File: config.mk
export PLATFORM = sky130hd
export DESIGN_NAME = axis_dm_cmd_splitter
export DESIGN_NICKNAME = d
export VERILOG_FILES = /design/src/rtl/axis_dm_cmd_splitter.sv
export SDC_FILE = /design/constraint.sdc
export NUM_CORES = 1
export LEC_CHECK = 0
export ABC_CLOCK_PERIOD_IN_PS = 3620
export CELL_PAD_IN_SITES_DETAIL_PLACEMENT = 1
export CELL_PAD_IN_SITES_GLOBAL_PLACEMENT = 1
export CORE_MARGIN = 2
export CORE_UTILIZATION = 44
export CTS_CLUSTER_SIZE = 16
export DETAILED_ROUTE_END_ITERATION = 10
export DONT_BUFFER_PORTS = 1
export PLACE_DENSITY = 0.84
export SKIP_CTS_REPAIR_TIMING = 1
export SLEW_MARGIN = 0
export SYNTH_ARGS = -nofsm -noshare
export SYNTH_HDL_FRONTEND = slang
export SYNTH_SLANG_ARGS = --single-unit
File: constraint.sdc
create_clock -name clk -period 3.62 [get_ports clk]
set_clock_uncertainty 0.1 [all_clocks]
set_input_delay 0.724 -clock clk [delete_from_list [all_inputs] [get_ports clk]]
set_output_delay 0.724 -clock clk [all_outputs]
set_load 0.03 [all_outputs]
File: src/rtl/axis_dm_cmd_splitter.sv
// Splits upstream DataMover commands into chunks that stay inside C_MAX_BTT-aligned windows and
// merges the chunk statuses into one upstream status. Optional: AXIS_DM_CMD_SPLITTER_TAG_CHECK_EN.
module axis_dm_cmd_splitter #(
  parameter int unsigned C_M_AXIS_CMD_DATA_WIDTH = 73,
  parameter int unsigned C_M_AXIS_STS_DATA_WIDTH = 8,
  parameter int unsigned C_MAX_BTT               = 4096
) (
  input  logic                               clk,
  input  logic                               rst_n,
  // Upstream command
  input  logic                               S_AXIS_CMD_TVALID,
  output logic                               S_AXIS_CMD_TREADY,
  input  logic [C_M_AXIS_CMD_DATA_WIDTH-1:0] S_AXIS_CMD_TDATA,
  // Merged status to upstream
  output logic                               M_AXIS_STS_TVALID,
  input  logic                               M_AXIS_STS_TREADY,
  output logic [C_M_AXIS_STS_DATA_WIDTH-1:0] M_AXIS_STS_TDATA,
  // Chunk command to DataMover
  output logic                               M_AXIS_CMD_TVALID,
  input  logic                               M_AXIS_CMD_TREADY,
  output logic [C_M_AXIS_CMD_DATA_WIDTH-1:0] M_AXIS_CMD_TDATA,
  // Chunk status from DataMover
  input  logic                               S_AXIS_STS_TVALID,
  output logic                               S_AXIS_STS_TREADY,
  input  logic [C_M_AXIS_STS_DATA_WIDTH-1:0] S_AXIS_STS_TDATA,
  output logic [31:0]                        debug
);

  localparam int unsigned OffW = $clog2(C_MAX_BTT);

  typedef enum logic [1:0] {
    StIdle   = 2'd0,
    StCmd    = 2'd1,
    StSts    = 2'd2,
    StReport = 2'd3
  } state_e;

  state_e      state_q;
  logic [31:0] addr_q;
  logic [22:0] rem_q;
  logic [3:0]  tag_q;
  logic        eof_q;
  logic        dre_req_q;
  logic [5:0]  dre_align_q;
  logic [2:0]  acc_q;
  logic        notok_q;
  logic [15:0] count_q;

  logic        s_cmd_ready_q;
  logic        m_cmd_valid_q;
  logic [72:0] m_cmd_data_q;
  logic        s_sts_ready_q;
  logic        m_sts_valid_q;
  logic [7:0]  m_sts_data_q;

  // Upstream command fields
  logic [3:0]  in_tag;
  logic [31:0] in_addr;
  logic        in_dre_req;
  logic        in_eof;
  logic [5:0]  in_dre_align;
  logic [22:0] in_btt;

  assign in_tag       = S_AXIS_CMD_TDATA[67:64];
  assign in_addr      = S_AXIS_CMD_TDATA[63:32];
  assign in_dre_req   = S_AXIS_CMD_TDATA[31];
  assign in_eof       = S_AXIS_CMD_TDATA[30];
  assign in_dre_align = S_AXIS_CMD_TDATA[29:24];
  assign in_btt       = S_AXIS_CMD_TDATA[22:0];

  logic unused_cmd_bits;
  assign unused_cmd_bits = ^{S_AXIS_CMD_TDATA[72:68], S_AXIS_CMD_TDATA[23]};

  // Room left in the current window; after the first chunk the address is aligned, so this
  // yields a full C_MAX_BTT for every later chunk.
  function automatic logic [22:0] chunk_len(input logic [31:0] addr, input logic [22:0] rem);
    logic [22:0] room;
    room = 23'(C_MAX_BTT) - 23'(addr[OffW-1:0]);
    return (rem < room) ? rem : room;
  endfunction

  function automatic logic [72:0] chunk_word(input logic [31:0] addr, input logic [22:0] rem,
                                             input logic [3:0] tag, input logic eof,
                                             input logic dre_req, input logic [5:0] dre_align);
    logic [22:0] len;
    len = chunk_len(addr, rem);
    return {5'b0, tag, addr, dre_req, eof && (rem == len), dre_align, 1'b0, len};
  endfunction

  // Status merge for the chunk status currently on S_AXIS_STS
  logic [2:0] sts_acc_d;
  logic       sts_notok_d;

  always_comb begin
    sts_acc_d   = acc_q | S_AXIS_STS_TDATA[6:4];
    sts_notok_d = notok_q | ~S_AXIS_STS_TDATA[7];
`ifdef AXIS_DM_CMD_SPLITTER_TAG_CHECK_EN
    if (S_AXIS_STS_TDATA[3:0] != tag_q) begin
      sts_acc_d[0] = 1'b1;
    end
`endif
  end

`ifndef AXIS_DM_CMD_SPLITTER_TAG_CHECK_EN
  logic unused_sts_tag;
  assign unused_sts_tag = ^S_AXIS_STS_TDATA[3:0];
`endif

  logic [22:0] cur_len;
  assign cur_len = m_cmd_data_q[22:0];

  always_ff @(posedge clk or negedge rst_n) begin
    if (!rst_n) begin
      state_q       <= StIdle;
      addr_q        <= '0;
      rem_q         <= '0;
      tag_q         <= '0;
      eof_q         <= 1'b0;
      dre_req_q     <= 1'b0;
      dre_align_q   <= '0;
      acc_q         <= '0;
      notok_q       <= 1'b0;
      count_q       <= '0;
      s_cmd_ready_q <= 1'b0;
      m_cmd_valid_q <= 1'b0;
      m_cmd_data_q  <= '0;
      s_sts_ready_q <= 1'b0;
      m_sts_valid_q <= 1'b0;
      m_sts_data_q  <= '0;
    end else begin
      unique case (state_q)
        StIdle: begin
          s_cmd_ready_q <= 1'b1;
          if (S_AXIS_CMD_TVALID && s_cmd_ready_q) begin
            s_cmd_ready_q <= 1'b0;
            addr_q        <= in_addr;
            rem_q         <= in_btt;
            tag_q         <= in_tag;
            eof_q         <= in_eof;
            dre_req_q     <= in_dre_req;
            dre_align_q   <= in_dre_align;
            acc_q         <= '0;
            notok_q       <= 1'b0;
            count_q       <= '0;
            if (in_btt != '0) begin
              state_q       <= StCmd;
              m_cmd_valid_q <= 1'b1;
              m_cmd_data_q  <= chunk_word(in_addr, in_btt, in_tag, in_eof, in_dre_req,
                                          in_dre_align);
            end else begin
              state_q       <= StReport;
              m_sts_valid_q <= 1'b1;
              m_sts_data_q  <= {4'b0001, in_tag};
            end
          end
        end
        StCmd: begin
          if (M_AXIS_CMD_TREADY && m_cmd_valid_q) begin
            m_cmd_valid_q <= 1'b0;
            s_sts_ready_q <= 1'b1;
            addr_q        <= addr_q + 32'(cur_len);
            rem_q         <= rem_q - cur_len;
            count_q       <= count_q + 16'd1;
            state_q       <= StSts;
          end
        end
        StSts: begin
          if (S_AXIS_STS_TVALID && s_sts_ready_q) begin
            s_sts_ready_q <= 1'b0;
            acc_q         <= sts_acc_d;
            notok_q       <= sts_notok_d;
            if (rem_q == '0) begin
              state_q       <= StReport;
              m_sts_valid_q <= 1'b1;
              m_sts_data_q  <= {~sts_notok_d && (sts_acc_d == '0), sts_acc_d, tag_q};
            end else begin
              state_q       <= StCmd;
              m_cmd_valid_q <= 1'b1;
              m_cmd_data_q  <= chunk_word(addr_q, rem_q, tag_q, eof_q, dre_req_q, dre_align_q);
            end
          end
        end
        StReport: begin
          if (M_AXIS_STS_TREADY && m_sts_valid_q) begin
            m_sts_valid_q <= 1'b0;
            s_cmd_ready_q <= 1'b1;
            state_q       <= StIdle;
          end
        end
        default: state_q <= StIdle;
      endcase
    end
  end

  assign S_AXIS_CMD_TREADY = s_cmd_ready_q;
  assign M_AXIS_CMD_TVALID = m_cmd_valid_q;
  assign M_AXIS_CMD_TDATA  = m_cmd_data_q;
  assign S_AXIS_STS_TREADY = s_sts_ready_q;
  assign M_AXIS_STS_TVALID = m_sts_valid_q;
  assign M_AXIS_STS_TDATA  = m_sts_data_q;
  assign debug             = {14'b0, state_q, count_q};

endmodule
==> summary.md, run 1 <==
| Metric | Value |
|---|---|
| Number of placed I/O pins | 204 |
| Status | finished, violations left |
| Clock Tree Buf Depth | 2 |
| Peak VDD IR | 0.5602 mV |
| Synth unique cells | 76 |
| Tcrit/Tclk final | 103.5% |
| GRT overflow | 0 |
| Share of cells above drive strength 1 | 11.02% |
| Hold violation total from the final report | 168 |
| Area Growth Syn to Fin | 12.72% |
| CP max stage cell | dfrtp_1 |
| Worst-skew pair later-pin latency | 0.44 ns |
| Max H-tree Level | 4 |
| Unrepaired setup endpoints after global routing | true |
| DR vias | ~11,000 |
| Synthesized flop and latch total | 168 |
| Vias in the first global route | 11,140 |
| Final Power | around 0.013 W |
| Synth Instances | 1,387 |
| Ant diodes | 0 |
| DP HPWL | 28,290 um |
| Die area | roughly 28,000 sq um |
| Number of max-cap violations | 0 |
| EDFF count, synth | 0 |
| Clock sinks | 168 |
| Post-synthesis async set-or-reset flop share | 100.0% |
| Pin count of the biggest net entering global routing | between 150 and 200 |
| Fillers | 3,074 |
| Fin area | 13,130 sq um |
| Slew Limit Headroom | ~23% |
| Cell Area, Placed | 12,300 sq um |
| Post-route ant nets | 0 |
| Critical path arrival | 3.98 ns |
| Final hold slack | -0.1275 ns |
| Worst endpoint required time | about 3.9 ns |
| Tmin final | 3.747 ns |
| Chip Height | 166.7 um |
| Static Leak | 5.747 nW |
| Die W | ~170 um |
| CTS root buf | clkbuf_16 |
| Max Freq | 266.9 MHz |
| Synth warn | 0 |
| WL/cell | 22.72 um |
| Post-synthesis sequential area ratio | 36.10% |
| PD cells | a little under 1000 nW/um^2 |
| Placer Congestion | 0.9138 |
| Core area | 26,060 sq um |
| Failing checks | hold timing, setup timing |
| Final setup violation count | 13 |
| Startpoint types | register |
| Slew @ Worst Pin | 1.155 ns |
| Initial DRC Count | 741 |
| DRT Pass-1 Iters | 5 |
| Place WS | -0.3375 ns |
| Reg clk slew, reported paths | 0.08 ns |
| TritonCTS clock tree | done |
| FP Rows | 59 |
| Initial antenna violation count | 0 |
| Hold WC Path Type | in2async |
| Slew Limit Fails | 0 |
| CP dominant cell by count | o41ai_2 |
| Crit path max fanout | 4 |
| Setup WS post-layout | -0.1270 ns |
| Via density | 6.139 |
| Total wire length | 39,980 um |
| Avg Cell Area, Syn | 8.396 sq um |
| CP cell instances | inv_2 -> ha_4 -> nor3b_4 -> nand2_2 -> o41ai_2 -> o21ai_1 -> ha_1 -> a21oi_2 -> o21ai_2 -> o41ai_2 -> o21a_2 -> buf_4 -> mux2i_1 -> a21oi_1 -> a22o_1 |
| First-pass GRT wire length | 62,140 um |
| Synthesized area | 11,640 sq um |
| Total GRT Usage | 28.02% |
| Fin Setup TNS | -0.8594 ns |
| Setup CP Type | reg2reg |
| Peak per-stage delay on the critical path | 0.43 ns |
| Top_reg_cell synth | dfrtp_1 |
| Nets | 1,573 |
| Initial Util | 44.69% |
| Critical Path End Type | register |
| DRC Markers | 0 |
| TritonCTS Buffers | 17 |
| Port bufs | 0 |
through the flow:
stage               instances  utilization, %
floorplan                1406               -
global placement         1720           47.22
detailed placement       1720           47.22
CTS                      1752           49.60
global route             1760           50.37
finish                   1760           50.37
layout by cell type, fill, tap and decap left out, types with 16 or more instances in the layout:
cell type  synthesis  layout
mux2i_1           50      49
o211ai_1          21      21
a31oi_1           20      19
ha_1              72      71
buf_4             21      67
nor2_1           111     110
xor2_1            28      27
a21oi_1          107     106
conb_1             1      20
inv_1             56      54
nand3_1           33      33
nor3_1            34      31
and3_1            22      22
clkbuf_16          0      17
nand2_1          200     196
dfrtp_1          168     168
xnor2_1           46      46
o21ai_0          105     102
a21o_1            16      16
logic make-up (layout without fill, tap and decap cells):
family | count (synthesis) | in the layout | share of synthesized area, %
AO/OA/AOI/OAI | 375 | 375 | 19.97
XOR/XNOR | 74 | 74 | 5.566
adder cells (fa/ha/maj) | 74 | 74 | 8.080
buffers and inverters | 145 | 164 | 5.523
flip-flops | 168 | 168 | 36.10
multiplexers | 52 | 52 | 4.491
other | 1 | 20 | 0.03220
AND/OR/NAND/NOR | 498 | 498 | 20.23
cells in the mapped netlist, types with 5 or more instances:
cell,count,area share [%]
nor2_1,111,3.6
a22o_1,13,0.98
a21oi_1,107,4.6
nor3_1,34,1.5
o21a_1,7,0.45
a311oi_1,13,0.98
ha_1,72,7.7
xor2_1,28,2.1
nor4_1,13,0.70
a21o_1,16,1.0
o21bai_1,6,0.39
mux2i_1,50,4.3
a31oi_1,20,1.1
clkbuf_1,48,1.5
and2_1,6,0.32
buf_4,21,1.4
nand4_1,14,0.75
or3_1,10,0.54
buf_2,15,0.64
inv_1,56,1.8
nand3_1,33,1.4
o211ai_1,21,1.4
a211oi_1,15,0.97
nand2_1,200,6.4
and3_1,22,1.2
dfrtp_1,168,36
o21ai_0,105,4.5
nor2b_1,11,0.59
or2_2,5,0.27
xnor2_1,46,3.5
o21ai_1,8,0.34
nand2b_1,10,0.54
path summary, 6_finish.rpt:
kind / to / slack [ns] / from / cells past startpoint
max: M_AXIS_CMD_TDATA[9]$_DFFE_PN0P_ / -0.13 / addr_q[0]$_DFFE_PN0P_ / 15
min: M_AXIS_CMD_TDATA[27]$_DFFE_PN0P_ / -0.13 / rst_n / 0
max reg2reg: M_AXIS_CMD_TDATA[9]$_DFFE_PN0P_ / -0.13 / addr_q[0]$_DFFE_PN0P_ / 15
min reg2reg: dre_align_q[1]$_DFFE_PN0P_ / 0.38 / dre_align_q[1]$_DFFE_PN0P_ / 2
max in group asynchronous: M_AXIS_CMD_TDATA[18]$_DFFE_PN0P_ / 3.29 / rst_n / 0
min in group clk: dre_align_q[3]$_DFFE_PN0P_ / 0.29 / S_AXIS_CMD_TDATA[27] / 2
area by class of cell:
cell class | instances | area [sq um] | area share (%)
sequential | 168 | 4204 | 32.03
clock buffer | 17 | 425.4 | 3.241
timing repair buffer | 76 | 651.9 | 4.966
multi-input combinational | 1093 | 7019 | 53.47
inverter | 56 | 210.2 | 1.601
clock inverter | 15 | 196.4 | 1.497
tap | 335 | 419.2 | 3.193
critical path, delay by kind of cell, from the launching register on:
kind	cells	cell delay, ns
compound gates	8	1.76
fa+ha+maj	2	0.51
flops	1	0.43
buf+inv	2	0.26
mux	1	0.20
simple gates	2	0.36
where the power goes:
group	internal (W)	switching, W
registers	0.00260	0.00141
logic	0.00284	0.00416
clock network	0.00101	0.000956
sequential cells by signal, indices dropped and copies added (netlist names), 2 cells and up:
register	cells
M_AXIS_CMD_TDATA	67
addr_q	32
rem_q	23
count_q	16
M_AXIS_STS_TDATA	8
dre_align_q	6
tag_q	4
acc_q	3
state_q	2
layer usage:
| metal | track usage, % | share of wire (%) | wire length [um] | vias up |
|---|---|---|---|---|
| met3 | 6.797 | 6.7 | 2671 | 81 |
| met2 | 46.73 | 47 | 18850 | 345 |
| met4 | 11.06 | 3.6 | 1457 | 0 |
| met5 | 0 | 0 | 0 | - |
| met1 | 35.07 | 43 | 17000 | 5402 |
| li1 | - | - | - | 4976 |
Note: power is estimated with default switching activity, not from simulation.
==> inputs of run 2 (changes only) <==
--- a/config.mk
+++ b/config.mk
@@ -8,12 +8,13 @@
 export ABC_CLOCK_PERIOD_IN_PS = 3620
 export CELL_PAD_IN_SITES_DETAIL_PLACEMENT = 1
 export CELL_PAD_IN_SITES_GLOBAL_PLACEMENT = 1
-export CORE_MARGIN = 2
-export CORE_UTILIZATION = 44
+export CORE_MARGIN = 10
+export CORE_UTILIZATION = 45
+export CTS_BUF_LIST = sky130_fd_sc_hd__clkbuf_4 sky130_fd_sc_hd__clkbuf_8
 export CTS_CLUSTER_SIZE = 16
 export DETAILED_ROUTE_END_ITERATION = 10
 export DONT_BUFFER_PORTS = 1
-export PLACE_DENSITY = 0.84
+export PLACE_DENSITY = 0.85
 export SKIP_CTS_REPAIR_TIMING = 1
 export SLEW_MARGIN = 0
 export SYNTH_ARGS = -nofsm -noshare
==> run 2 against run 1 <==
The run still ends with hold timing, setup timing left. Register-to-register slack better by 0.11 ns. Core utilization is 0.25 points higher. Die area is 18% higher. Critical path depth stayed put. Worst setup slack better by 0.11 ns.
==> summary.md, run 2 (synthesis gave the netlist of run 1 again) <==
| Metric | Value |
|---|---|
| Status | finished, violations left (unchanged) |
| Failing checks | hold timing, setup timing (unchanged) |
| CP max stage cell | dfrtp_1 (unchanged) |
| Most frequent cells in the layout | nand2_1 (197), dfrtp_1 (168), nor2_1 (109), a21oi_1 (106), o21ai_0 (102) (was nand2_1 (196), dfrtp_1 (168), nor2_1 (110), a21oi_1 (106), o21ai_0 (102)) |
| Hold violation total from the final report | 168 (unchanged) |
| GRT overflow | 0 (unchanged) |
| Critical path arrival | 3.91 ns (was 3.98 ns) |
| Cells on worst reg2reg path | 15 (unchanged) |
| Final setup violation count | 4 (was 13) |
| Reg-to-Reg End | M_AXIS_CMD_TDATA[12]$_DFFE_PN0P_ (was M_AXIS_CMD_TDATA[9]$_DFFE_PN0P_) |
| First-pass GRT wire length | 63,140 um (was 62,140 um) |
| Pin count of the biggest net entering global routing | 169 (unchanged) |
| Peak per-stage delay on the critical path | 0.41 ns (was 0.43 ns) |
| Initial antenna violation count | 0 (unchanged) |
| DR vias | 10,730 (was 10,800) |
| Slew Limit Headroom | 22.75% (was 23.03%) |
| Crit path max-delay family | compound AO/OA/AOI/OAI gates (unchanged) |
| Reg clk slew, reported paths | 0.11 ns (was 0.08 ns) |
| DRT Pass-1 Iters | 5 (unchanged) |
| Slew Limit Fails | 0 (unchanged) |
| Static Leak | 5.597 nW (was 5.747 nW) |
| Setup WS post-layout | -0.01391 ns (was -0.1270 ns) |
| Final hold slack | -0.1729 ns (was -0.1275 ns) |
| Buffers & Inverters on Critical Path | 2 (unchanged) |
| Critical R2R Launch | addr_q[1]$_DFFE_PN0P_ (was addr_q[0]$_DFFE_PN0P_) |
| Critical Path End Type | register (unchanged) |
| Chip Height | 180.9 um (was 166.7 um) |
| Total GRT Usage | 23.65% (was 28.02%) |
| WL/cell | 23.42 um (was 22.72 um) |
| Tmin final | 3.634 ns (was 3.747 ns) |
| DRC Markers | 0 (unchanged) |
| GR peak layer | met2 (unchanged) |
| Worst endpoint required time | 3.89 ns (was 3.85 ns) |
| Slew @ Worst Pin | 1.159 ns (was 1.155 ns) |
| Core area | 25,330 sq um (was 26,060 sq um) |
| R2R Setup Slk | -0.01 ns (was -0.13 ns) |
| Met3 usage | 6.593% (was 6.797%) |
| Max Freq | 275.2 MHz (was 266.9 MHz) |
| Ant diodes | 0 (unchanged) |
| Worst-skew pair later-pin latency | 0.48 ns (was 0.44 ns) |
| Die W | 180.9 um (was 166.7 um) |
| Crit path max fanout | 6 (was 4) |
| Share of cells above drive strength 1 | 10.45% (was 11.02%) |
| Port bufs | 0 (unchanged) |
| Met1 Usage GRT | 28.89% (was 35.07%) |
| CP cell instances | inv_1 -> ha_4 -> nor3b_4 -> nand2_2 -> o41ai_2 -> o21ai_1 -> ha_1 -> a21oi_1 -> o21ai_1 -> o41ai_2 -> o21a_2 -> buf_6 -> mux2i_1 -> a21oi_1 -> a22o_1 (was inv_2 -> ha_4 -> nor3b_4 -> nand2_2 -> o41ai_2 -> o21ai_1 -> ha_1 -> a21oi_2 -> o21ai_2 -> o41ai_2 -> o21a_2 -> buf_4 -> mux2i_1 -> a21oi_1 -> a22o_1) |
| Tcrit/Tclk final | 100.4% (was 103.5%) |
| Fillers | 2,979 (was 3,074) |
| DP HPWL | 29,430 um (was 28,290 um) |
| Core Util, Final | 50.62% (was 50.37%) |
| Total wire length | 40,890 um (was 39,980 um) |
| Number of max-cap violations | 0 (unchanged) |
| Die area | 32,710 sq um (was 27,780 sq um) |
| TritonCTS clock tree | done (unchanged) |
| Setup CP Type | reg2reg (unchanged) |
| Vias in the first global route | 11,090 (was 11,140) |
| Clock Tree Buf Depth | 2 (unchanged) |
| CTS root buf | clkbuf_8 (was clkbuf_16) |
| Peak VDD IR | 0.4564 mV (was 0.5602 mV) |
| Clock sinks | 168 (unchanged) |
| Commonest non-fill, non-tap cell in the layout | nand2_1 (unchanged) |
| GRT met2 Usage | 39.63% (was 46.73%) |
| Initial Util | 45.98% (was 44.69%) |
| Area Growth Syn to Fin | 10.10% (was 12.72%) |
| Post-route ant nets | 0 (unchanged) |
| Number of placed I/O pins | 204 (unchanged) |
| Number of flip-flops in the largest register | 67 (unchanged) |
| Hold WC Path Type | in2async (unchanged) |
| PD cells | 958.9 nW/um^2 (was 987.8 nW/um^2) |
| Via density | 6.147 (was 6.139) |
| FP Rows | 58 (was 59) |
| Placer Congestion | 0.8933 (was 0.9138) |
| Fin area | 12,820 sq um (was 13,130 sq um) |
| Nets | 1,564 (was 1,573) |
| Startpoint types | register (unchanged) |
| TritonCTS Buffers | 17 (unchanged) |
| Unrepaired setup endpoints after global routing | true (unchanged) |
| Initial DRC Count | 671 (was 741) |
| Max H-tree Level | 4 (unchanged) |
| Cell Area, Placed | 12,210 sq um (was 12,300 sq um) |
## run 2: layout make-up
| type | count | area [sq um] | share of cell area (%) |
|---|---|---|---|
| inverters | 56 | 210.2 | 1.640 |
| clock inverters | 14 | 153.9 | 1.200 |
| clock buffers | 18 | 247.7 | 1.932 |
| multi-input cells | 1093 | 7046 | 54.95 |
| flip-flops and latches | 168 | 4204 | 32.79 |
| well taps | 330 | 412.9 | 3.220 |
| repair buffers | 67 | 546.8 | 4.265 |
## run 2: through the flow
step                cells  hold slack (ns)  setup WS (ns)  power, W  setup TNS (ns)
floorplan            1406           0.3284        0.01539  0.008519               0
global placement     1706           0.3356        0.01818   0.01019               0
detailed placement   1706           0.3338        -0.1505   0.01057          -1.048
CTS                  1738          -0.1938        -0.2331   0.01201          -1.926
global route         1746          -0.2032        -0.1613   0.01324          -1.539
finish               1746          -0.1729       -0.01391   0.01229        -0.04198
## run 2: how the worst max path moves through the flow
stage / startpoint / to / slack, ns / cells past startpoint
floorplan: S_AXIS_CMD_TDATA[32] / M_AXIS_CMD_TDATA[4]$_DFFE_PN0P_ / 0.02 / 15
global placement: addr_q[0]$_DFFE_PN0P_ / M_AXIS_CMD_TDATA[11]$_DFFE_PN0P_ / 0.02 / 17
detailed placement: addr_q[1]$_DFFE_PN0P_ / M_AXIS_CMD_TDATA[12]$_DFFE_PN0P_ / -0.15 / 17
CTS: addr_q[0]$_DFFE_PN0P_ / M_AXIS_CMD_TDATA[12]$_DFFE_PN0P_ / -0.23 / 15
global route: addr_q[1]$_DFFE_PN0P_ / M_AXIS_CMD_TDATA[12]$_DFFE_PN0P_ / -0.16 / 15
finish: addr_q[1]$_DFFE_PN0P_ / M_AXIS_CMD_TDATA[12]$_DFFE_PN0P_ / -0.01 / 15
## run 2: where the power goes
group | internal [W] | switching [W] | total [W]
Sequential | 0.00260 | 0.00139 | 0.00399
Combinational | 0.00277 | 0.00415 | 0.00692
Clock | 0.000536 | 0.000849 | 0.00139
Total | 0.00590 | 0.00639 | 0.0123
## run 2: per-layer routing
metal	vias up	wire [um]	part of all wire, %
li1	4945	-	-
met1	5410	17170	42
met2	329	19560	48
met3	48	3270	8.0
met4	0	891	2.2
met5	-	0	0
==> inputs of run 3 (changes only) <==
--- a/config.mk
+++ b/config.mk
@@ -8,6 +8,7 @@
 export ABC_CLOCK_PERIOD_IN_PS = 3620
 export CELL_PAD_IN_SITES_DETAIL_PLACEMENT = 1
 export CELL_PAD_IN_SITES_GLOBAL_PLACEMENT = 1
+export CORE_ASPECT_RATIO = 1.25
 export CORE_MARGIN = 10
 export CORE_UTILIZATION = 45
 export CTS_BUF_LIST = sky130_fd_sc_hd__clkbuf_4 sky130_fd_sc_hd__clkbuf_8
@@ -16,6 +17,7 @@
 export DONT_BUFFER_PORTS = 1
 export PLACE_DENSITY = 0.85
 export SKIP_CTS_REPAIR_TIMING = 1
+export SKIP_LAST_GASP = 1
 export SLEW_MARGIN = 0
 export SYNTH_ARGS = -nofsm -noshare
 export SYNTH_HDL_FRONTEND = slang
==> run 3 against run 2 <==
The run still ends with hold timing, setup timing left. Global-route usage is 0.64 points higher. Routed wire length is 1.1% higher. Maximum frequency is 1.9% lower. First-iteration DRC count is 36% higher. Critical path depth is 2 higher. Clock-buffer cell count is 3 higher. Total power is 3.3% higher.
==> summary.md, run 3 (synthesis gave the netlist of run 1 again) <==
| Metric | Value |
|---|---|
| Status | finished, violations left (unchanged) |
| Failing checks | hold timing, setup timing (unchanged) |
| Initial DRC Count | 913 (was 671) |
| Final setup violation count | 11 (was 4) |
| TritonCTS clock tree | done (unchanged) |
| Initial Util | 45.89% (was 45.98%) |
| Startpoint types | register (unchanged) |
| Slew Limit Headroom | 18.94% (was 22.75%) |
| Number of flip-flops in the largest register | 67 (unchanged) |
| Commonest non-fill, non-tap cell in the layout | nand2_1 (unchanged) |
| Clock sinks | 168 (unchanged) |
| Max H-tree Level | 4 (unchanged) |
| Pin count of the biggest net entering global routing | 169 (unchanged) |
| Unrepaired setup endpoints after global routing | true (unchanged) |
| Chip Height | 199.9 um (was 180.9 um) |
| Hold violation total from the final report | 168 (unchanged) |
| Number of max-cap violations | 0 (unchanged) |
| Peak VDD IR | 0.3555 mV (was 0.4564 mV) |
| Final hold slack | -0.1734 ns (was -0.1729 ns) |
| Placer Congestion | 0.9164 (was 0.8933) |
| Share of cells above drive strength 1 | 11.56% (was 10.45%) |
| Core area | 25,370 sq um (was 25,330 sq um) |
| DRT Pass-1 Iters | 5 (unchanged) |
| First-pass GRT wire length | 63,180 um (was 63,140 um) |
| Slew Limit Fails | 0 (unchanged) |
| Nets | 1,567 (was 1,564) |
| Tcrit/Tclk final | 102.3% (was 100.4%) |
| Tmin final | 3.704 ns (was 3.634 ns) |
| Post-route ant nets | 0 (unchanged) |
| Ant diodes | 0 (unchanged) |
| DR vias | 10,820 (was 10,730) |
| Slew @ Worst Pin | 1.216 ns (was 1.159 ns) |
| Via density | 6.168 (was 6.147) |
| Total wire length | 41,340 um (was 40,890 um) |
| Reg clk slew, reported paths | 0.10 ns (was 0.11 ns) |
| Most frequent cells in the layout | nand2_1 (197), dfrtp_1 (168), nor2_1 (110), o21ai_0 (102), a21oi_1 (99) (was nand2_1 (197), dfrtp_1 (168), nor2_1 (109), a21oi_1 (106), o21ai_0 (102)) |
| CTS root buf | clkbuf_8 (unchanged) |
| Final Power | 0.01270 W (was 0.01229 W) |
| Worst-skew pair later-pin latency | 0.49 ns (was 0.48 ns) |
| Die W | 163.9 um (was 180.9 um) |
| Cell Area, Placed | 12,230 sq um (was 12,210 sq um) |
| TritonCTS Buffers | 17 (unchanged) |
| DP HPWL | 29,570 um (was 29,430 um) |
| PD cells | 974.0 nW/um^2 (was 958.9 nW/um^2) |
| Fillers | 3,017 (was 2,979) |
| Critical Path End Type | register (unchanged) |
| Setup CP Type | reg2reg (unchanged) |
| Port bufs | 0 (unchanged) |
| Area Growth Syn to Fin | 11.94% (was 10.10%) |
| Number of placed I/O pins | 204 (unchanged) |
| FP Rows | 65 (was 58) |
| Setup WS post-layout | -0.08407 ns (was -0.01391 ns) |
| Max Freq | 270.0 MHz (was 275.2 MHz) |
| Fin area | 13,040 sq um (was 12,820 sq um) |
| Core Util, Final | 51.37% (was 50.62%) |
| Crit path max fanout | 5 (was 6) |
| Total GRT Usage | 24.29% (was 23.65%) |
| Clock Tree Buf Depth | 2 (unchanged) |
| Die area | 32,750 sq um (was 32,710 sq um) |
| DRC Markers | 0 (unchanged) |
| Hold WC Path Type | in2async (unchanged) |
| WL/cell | 23.57 um (was 23.42 um) |
| Initial antenna violation count | 0 (unchanged) |
| Static Leak | 5.664 nW (was 5.597 nW) |
| Worst endpoint required time | 3.91 ns (was 3.89 ns) |
| Fin Setup TNS | -0.4535 ns (was -0.04198 ns) |
| GRT overflow | 0 (unchanged) |
| Vias in the first global route | 11,400 (was 11,090) |
| Critical path arrival | 3.99 ns (was 3.91 ns) |
==> run 3: cell count changes in the layout (fill, tap and decap cells not counted), sizes merged <==
cell,change
clkinvlp,+1
clkinv,-5
clkbuf,+4
inv,-5
bufinv,+6
buf,+2
==> run 3: final timing paths <==
| kind | startpoint | to | slack (ns) | cells past startpoint |
|---|---|---|---|---|
| max in group asynchronous | rst_n | rem_q[15]$_DFFE_PN0P_ | 3.38 | 0 |
| min reg2reg | dre_align_q[1]$_DFFE_PN0P_ | dre_align_q[1]$_DFFE_PN0P_ | 0.39 | 2 |
| min | rst_n | addr_q[1]$_DFFE_PN0P_ | -0.17 | 0 |
| min in group clk | S_AXIS_CMD_TDATA[31] | dre_req_q$_DFFE_PN0P_ | 0.24 | 2 |
| max reg2reg | addr_q[1]$_DFFE_PN0P_ | M_AXIS_CMD_TDATA[1]$_DFFE_PN0P_ | -0.08 | 17 |
| max | addr_q[1]$_DFFE_PN0P_ | M_AXIS_CMD_TDATA[1]$_DFFE_PN0P_ | -0.08 | 17 |
==> run 3: per-layer routing <==
layer	vias to the layer above	track usage, %	wire length [um]
li1	4953	-	-
met1	5410	27.68	15930
met2	360	42.43	20710
met3	95	5.882	3082
met4	0	10.47	1619
met5	-	0	0
==> run 3: power by group <==
| part | switching [W] | internal (W) |
|---|---|---|
| combinational | 0.00421 | 0.00280 |
| clock | 0.000749 | 0.000945 |
| sequential | 0.00140 | 0.00260 |
==> run 3: worst max-delay path, cell delays in order, from the launching register on <==
cell and delay (ns):
dfrtp_1 0.43, inv_2 0.10, ha_4 0.13, nor3b_4 0.25
nand2_2 0.13, o41ai_2 0.30, o21ai_1 0.15, ha_1 0.36
and4_1 0.21, nand3_2 0.09, o21bai_1 0.21, o41ai_2 0.11
o21a_2 0.28, buf_12 0.16, buf_6 0.12, nor3_2 0.13
a311oi_1 0.09, a22o_1 0.24
==> run 3: cell type report <==
type	count	area [sq um]	area share, %
clock inverters	11	217.7	1.670
clock buffers	21	276.5	2.121
multi-input cells	1093	7128	54.68
repair buffers	70	579.3	4.444
well taps	335	419.2	3.216
flip-flops and latches	168	4204	32.25
inverters	56	210.2	1.613
==> run 3: metrics by stage <==
| step | worst slack [ns] | cells |
|---|---|---|
| floorplan | 0.01539 | 1406 |
| global placement | 0.01518 | 1714 |
| detailed placement | -0.2993 | 1714 |
| CTS | -0.3199 | 1746 |
| global route | -0.3152 | 1754 |
| finish | -0.08407 | 1754 |
